**src/rtl/mips_multicycle_ctrl.sv**
```systemverilog
// mips_multicycle_ctrl: main control FSM of the multicycle MIPS datapath.
// Sequences fetch/decode/execute/memory/writeback and drives ALUOp for the ALU control decoder.
// Memory accesses stall on mem_ready and abort after MEM_TIMEOUT stalled cycles (0 disables).
// Undecodable opcodes pulse illegal_op, and retired instructions are counted.
// Optional feature: define MC_ADDI_EN to decode addi (opcode 001000) through ADDIEX/ADDIWB.
// Without MC_ADDI_EN, addi is treated as illegal and states 10-11 are unreachable.

module mips_multicycle_ctrl #(
    parameter int MEM_TIMEOUT = 15,
    parameter int TIMEOUT_W   = 8,
    parameter int CNT_W       = 32
) (
    input  logic             clk,
    input  logic             rst_n,
    input  logic [5:0]       opcode,
    input  logic             zero,
    input  logic             mem_ready,
    output logic             mem_req,
    output logic             mem_we,
    output logic             iord,
    output logic             ir_write,
    output logic             pc_write,
    output logic             reg_write,
    output logic             reg_dst,
    output logic             mem_to_reg,
    output logic             alu_src_a,
    output logic [1:0]       alu_src_b,
    output logic [1:0]       alu_op,
    output logic [1:0]       pc_src,
    output logic             instr_done,
    output logic             illegal_op,
    output logic             mem_err,
    output logic [3:0]       state_o,
    output logic [CNT_W-1:0] instr_count
);

    typedef enum logic [3:0] {
        S_FETCH  = 4'd0,
        S_DECODE = 4'd1,
        S_MEMADR = 4'd2,
        S_MEMRD  = 4'd3,
        S_MEMWB  = 4'd4,
        S_MEMWR  = 4'd5,
        S_EXEC   = 4'd6,
        S_ALUWB  = 4'd7,
        S_BRANCH = 4'd8,
        S_JUMP   = 4'd9,
        S_ADDIEX = 4'd10,
        S_ADDIWB = 4'd11
    } state_t;

    localparam logic [5:0] OP_RTYPE = 6'b000000;
    localparam logic [5:0] OP_LW    = 6'b100011;
    localparam logic [5:0] OP_SW    = 6'b101011;
    localparam logic [5:0] OP_BEQ   = 6'b000100;
    localparam logic [5:0] OP_J     = 6'b000010;
    localparam logic [5:0] OP_ADDI  = 6'b001000;

    // Threshold and enable for the stalled-access abort; a zero timeout never fires.
    localparam logic [TIMEOUT_W-1:0] TIMEOUT_L  = TIMEOUT_W'(MEM_TIMEOUT);
    localparam logic                 TIMEOUT_EN = (MEM_TIMEOUT != 32'sd0);

    state_t               state_r;
    state_t               next_state_s;
    logic [TIMEOUT_W-1:0] wait_cnt_r;
    logic [CNT_W-1:0]     instr_count_r;
    logic                 is_mem_s;
    logic                 timeout_s;
    logic                 illegal_s;

    // Classify memory states and detect an access that has stalled too long.
    always_comb begin
        is_mem_s  = (state_r == S_FETCH) || (state_r == S_MEMRD) || (state_r == S_MEMWR);
        timeout_s = TIMEOUT_EN && is_mem_s && !mem_ready && (wait_cnt_r == TIMEOUT_L);
    end

    // Next-state selection; a timeout always returns to FETCH without retiring.
    always_comb begin
        next_state_s = state_r;
        illegal_s    = 1'b0;
        case (state_r)
            S_FETCH: begin
                if (timeout_s) begin
                    next_state_s = S_FETCH;
                end else if (mem_ready) begin
                    next_state_s = S_DECODE;
                end else begin
                    next_state_s = S_FETCH;
                end
            end
            S_DECODE: begin
                case (opcode)
                    OP_LW, OP_SW: next_state_s = S_MEMADR;
                    OP_RTYPE:     next_state_s = S_EXEC;
                    OP_BEQ:       next_state_s = S_BRANCH;
                    OP_J:         next_state_s = S_JUMP;
`ifdef MC_ADDI_EN
                    OP_ADDI:      next_state_s = S_ADDIEX;
`endif
                    default: begin
                        next_state_s = S_FETCH;
                        illegal_s    = 1'b1;
                    end
                endcase
            end
            S_MEMADR: begin
                if (opcode == OP_SW) begin
                    next_state_s = S_MEMWR;
                end else begin
                    next_state_s = S_MEMRD;
                end
            end
            S_MEMRD: begin
                if (timeout_s) begin
                    next_state_s = S_FETCH;
                end else if (mem_ready) begin
                    next_state_s = S_MEMWB;
                end else begin
                    next_state_s = S_MEMRD;
                end
            end
            S_MEMWR: begin
                if (timeout_s || mem_ready) begin
                    next_state_s = S_FETCH;
                end else begin
                    next_state_s = S_MEMWR;
                end
            end
            S_MEMWB:  next_state_s = S_FETCH;
            S_EXEC:   next_state_s = S_ALUWB;
            S_ALUWB:  next_state_s = S_FETCH;
            S_BRANCH: next_state_s = S_FETCH;
            S_JUMP:   next_state_s = S_FETCH;
`ifdef MC_ADDI_EN
            S_ADDIEX: next_state_s = S_ADDIWB;
            S_ADDIWB: next_state_s = S_FETCH;
`endif
            default:  next_state_s = S_FETCH;
        endcase
    end

    // Datapath controls decoded from the current state, plus the few input-qualified terms.
    always_comb begin
        mem_req    = 1'b0;
        mem_we     = 1'b0;
        iord       = 1'b0;
        ir_write   = 1'b0;
        pc_write   = 1'b0;
        reg_write  = 1'b0;
        reg_dst    = 1'b0;
        mem_to_reg = 1'b0;
        alu_src_a  = 1'b0;
        alu_src_b  = 2'b00;
        alu_op     = 2'b00;
        pc_src     = 2'b00;
        instr_done = 1'b0;
        case (state_r)
            S_FETCH: begin
                mem_req   = 1'b1;
                alu_src_b = 2'b01;
                ir_write  = mem_ready;
                pc_write  = mem_ready;
            end
            S_DECODE: begin
                alu_src_b = 2'b11;
            end
            S_MEMADR: begin
                alu_src_a = 1'b1;
                alu_src_b = 2'b10;
            end
            S_MEMRD: begin
                mem_req = 1'b1;
                iord    = 1'b1;
            end
            S_MEMWB: begin
                reg_write  = 1'b1;
                mem_to_reg = 1'b1;
                instr_done = 1'b1;
            end
            S_MEMWR: begin
                mem_req    = 1'b1;
                mem_we     = 1'b1;
                iord       = 1'b1;
                instr_done = mem_ready;
            end
            S_EXEC: begin
                alu_src_a = 1'b1;
                alu_op    = 2'b10;
            end
            S_ALUWB: begin
                reg_write  = 1'b1;
                reg_dst    = 1'b1;
                instr_done = 1'b1;
            end
            S_BRANCH: begin
                alu_src_a  = 1'b1;
                alu_op     = 2'b01;
                pc_src     = 2'b01;
                pc_write   = zero;
                instr_done = 1'b1;
            end
            S_JUMP: begin
                pc_src     = 2'b10;
                pc_write   = 1'b1;
                instr_done = 1'b1;
            end
`ifdef MC_ADDI_EN
            S_ADDIEX: begin
                alu_src_a = 1'b1;
                alu_src_b = 2'b10;
            end
            S_ADDIWB: begin
                reg_write  = 1'b1;
                instr_done = 1'b1;
            end
`endif
            default: begin
                mem_req = 1'b0;
            end
        endcase
        illegal_op = illegal_s;
        mem_err    = timeout_s;
        state_o    = state_r;
    end

    // State register, stall counter and retired-instruction counter.
    always_ff @(posedge clk or negedge rst_n) begin
        if (!rst_n) begin
            state_r       <= S_FETCH;
            wait_cnt_r    <= '0;
            instr_count_r <= '0;
        end else begin
            state_r <= next_state_s;
            if ((next_state_s != state_r) || timeout_s) begin
                wait_cnt_r <= '0;
            end else if (is_mem_s && !mem_ready && (wait_cnt_r != '1)) begin
                wait_cnt_r <= wait_cnt_r + TIMEOUT_W'(1);
            end else begin
                wait_cnt_r <= wait_cnt_r;
            end
            if (instr_done) begin
                instr_count_r <= instr_count_r + CNT_W'(1);
            end else begin
                instr_count_r <= instr_count_r;
            end
        end
    end

    assign instr_count = instr_count_r;

endmodule

```
**config.mk**
```make
export PLATFORM = sky130hd
export DESIGN_NAME = mips_multicycle_ctrl
export DESIGN_NICKNAME = d
export VERILOG_FILES = /design/src/rtl/mips_multicycle_ctrl.sv
export SDC_FILE = /design/constraint.sdc
export NUM_CORES = 1
export LEC_CHECK = 0
export CAP_MARGIN = 20
export CORE_ASPECT_RATIO = 0.6
export CORE_MARGIN = 2
export CORE_UTILIZATION = 30
export CTS_CLUSTER_DIAMETER = 40
export DETAILED_ROUTE_END_ITERATION = 8
export PLACE_DENSITY_LB_ADDON = 0.3
export SETUP_SLACK_MARGIN = 0.3
export SLEW_MARGIN = 30
export SYNTH_ARGS = -nofsm -noshare
export SYNTH_HDL_FRONTEND = slang
export SYNTH_SLANG_ARGS = --single-unit
```
**constraint.sdc**
```tcl
create_clock -name clk -period 3.7 [get_ports clk]
set_input_delay 0.37 -clock clk [delete_from_list [all_inputs] [get_ports clk]]
set_output_delay 0.37 -clock clk [all_outputs]
set_load 0.01 [all_outputs]
```
==> results by group <==
Status
  – Outcome: finished, final reports clean

Routing
  – DR WL/cell: 13.73 um
  – TritonRoute pass-1 iters: 4
  – DR DRC count: 0
  – DRT Wirelength: 5794 um
  – Via-per-instance ratio: about 4.8
  – Antenna viol nets, final: 0
  – Starting DRC count in detailed routing: 141
  – Routed vias: just over 2,000

STA
  – Post-layout min period: 2.772 ns
  – RSZ-0062 raised after global routing: no
  – Setup Skew: 0.007670 ns
  – Tcrit/Tclk final: 0.7493
  – Max Slew Vio Count: 0
  – Final setup fails: 0
  – Fin Hold WS: 0.05895 ns
  – Fin. Hold Viols: 0
  – Relative max-transition margin: 0.5652
  – Setup TNS: 0 ns
  – Slew @ Worst Pin: 0.6472 ns
  – Max Clock Freq: around 0.36 GHz

Yosys
  – Top-area cell type share of the netlist area: 0.4538
  – Sequential-to-total area share from yosys stat: 0.4538
  – Syn Nets: 260
  – Dominant cell type by area after synthesis: dfrtp_1
  – Yosys warning count: 0
  – EDFF count, synth: 0
  – Fraction of registers with async set or reset after synthesis: 1.000
  – Largest cells by area after synthesis: dfrtp_1, xnor2_1, xor2_1, nor2_1, nand3_1
  – Post-Synthesis Cell Area: 2426 sq um
  – Seq cells post-synth: 44
  – Library cells used by synthesis: 47
  – Gate count after technology mapping: 248
  – Ys flop type: dfrtp_1
  – Synthesized area per cell: roughly 9.8 sq um

Clock tree
  – Clock buffer depth: 2
  – CTS Root Cell: clkbuf_16
  – Resize count post-CTS: 0
  – Clock-pin slew on the worst setup and hold paths: 0.07 ns
  – CTS H-tree lvls: 2
  – Clk sinks: 44
  – TritonCTS buffer count: 5
  – CTS tree: built
  – Clock latency on the worst-skew pair: between 0.2 and 0.3 ns
  – Setup Fix Bufs, Post-CTS: 0
  – Hold Buf Count CTS: 0

Critical path
  – Crit-path max FO: 18
  – Reg2reg end: wait_cnt_r[4]
  – Crit path from: state_o[0]
  – CP endpoint: mem_err
  – R2R cell count: 6
  – Reg2Reg Setup Slack: 1.25 ns
  – CP endpoint kind: primary output
  – Critical Path RT: 3.33 ns
  – Critical path arrival: 2.40 ns
  – Critical path type: flop to primary output
  – Slowest cell on crit path: dfrtp_1
  – R2r startpoint: state_o[0]
  – Nature of the critical path startpoint: flop
  – Delay of the slowest critical-path stage: 0.68 ns
  – Worst-path cell chain: o21ba_2 -> a2111o_1 -> nor2_1 -> clkdlybuf4s50_1

Layout
  – Share of cells above drive strength 1: 0.07962
  – Final instance area: ~3300 sq um
  – Most common cell after layout, fill and taps aside: clkdlybuf4s50_1
  – Final net count: approximately 330
  – ANT cells: 0
  – P&R area growth vs syn: 36.41%
  – Final Util: 0.4215
  – Most frequent cells in the layout: clkdlybuf4s50_1, dfrtp_1, nor2_1, xnor2_1

Floorplan
  – Die width: between 100 and 150 um
  – Row count: 25
  – Top-level I/O count: 64
  – Core Area: 7851 sq um
  – Die area: 8846 sq um
  – Initial Utilization: 0.3090
  – Die Y: 73.66 um

Power
  – Pwr per Cell Area: 493.6 nW/um^2
  – Leakage: 0.001356 uW
  – Highest ir drop seen on vdd: 0.1778 mV

Global route
  – First-pass GRT wire length: 9315 um
  – Total track usage: 0.1337
  – Initial antenna violation count: 0
  – Gr ovfl total: 0
  – Vias in the first global route: 1,844
  – Largest net degree at the start of global routing: 45

Run
  – Maxcap violations: 0

Placed design
  – DP HPWL: roughly 4300 um
  – Number of port buffers: 63
  – Gpl congestion: 0.8225
  – Placement-stage cell area: 3161 sq um

Min path
  – Hold Crit Class: input port to async pin
-- worst min-delay path by stage --
stage,start,endpoint,slack (ns),cells after the start
detailed placement,rst_n,instr_count[29],0.40,1
finish,rst_n,instr_count[29],0.06,1
global route,rst_n,instr_count[28],0.12,1
floorplan,rst_n,instr_count[0],0.07,0
global placement,instr_count[31],instr_count[31],0.47,1
CTS,rst_n,instr_count[29],0.1,1
-- synthesized netlist by cell type, drive strengths merged, types with 2 or more instances --
master  number
a211oi       2
a21o         2
a21oi        6
a311oi       2
and2         2
and3         9
buf          4
dfrtp       44
ha           2
inv          9
nand2       17
nand2b       6
nand3       17
nand4       11
nor2        35
nor3         9
nor4         4
o211ai       2
o21ai        5
or2          3
or4b         2
xnor2       21
xor2        16
-- where the power goes --
group | internal [uW] | total [uW] | switching, uW
logic | 299 | 580 | 280
registers | 521 | 610 | 88.9
clock network | 251 | 444 | 193
total | 1070 | 1630 | 562
-- critical path, delay by kind of cell, from the launching register on --
family | cells | cell delay, ns
compound gates | 2 | 0.70
flops | 1 | 0.68
buf+inv | 1 | 0.56
simple gates | 1 | 0.18
-- per-layer routing --
metal / up-vias / share of wire / GRT usage / wire length (um)
met3: 5 / 0.046 / 0.03494 / 267
met5: - / 0 / 0 / 0
li1: 1004 / - / - / -
met4: 0 / 0.0088 / 0.03268 / 51
met2: 38 / 0.40 / 0.1768 / 2328
met1: 972 / 0.54 / 0.2107 / 3147
-- sequential cells by signal, indices dropped and copies added (netlist names) --
name,cells
instr_count,32
wait_cnt_r,8
state_o,4
-- area by class of cell --
| cell class | instances | area, sq um |
|---|---|---|
| inverters | 9 | 33.78 |
| clock buffers | 5 | 125.1 |
| repair buffers | 63 | 628.1 |
| fillers | 753 | 4542 |
| clock inverters | 3 | 23.77 |
| well taps | 108 | 135.1 |
| flip-flops and latches | 44 | 1101 |
| multi-input cells | 190 | 1262 |
-- per-stage QoR --
stage          std cells  setup WS (ns)  total power [uW]
4_1_cts              422         0.9200              1648
2_1_floorplan        248          1.655             939.3
3_3_place_gp         414          1.216              1196
5_1_grt              422         0.7807              1725
3_5_place_dp         414          1.139              1201
6_report             422         0.9275              1634
-- cells by family (layout without fill, tap and decap cells) --
family,count (synthesis),in the layout,share of synthesized area
adder cells (fa/ha/maj),2,2,0.01031
buffers and inverters,14,80,0.02578
AO/OA/AOI/OAI,27,27,0.1052
AND/OR/NAND/NOR,122,122,0.2625
flip-flops,44,44,0.4538
XOR/XNOR,37,37,0.1336
multiplexers,2,2,0.008767
No activity file was read; power rests on OpenSTA's default activity.
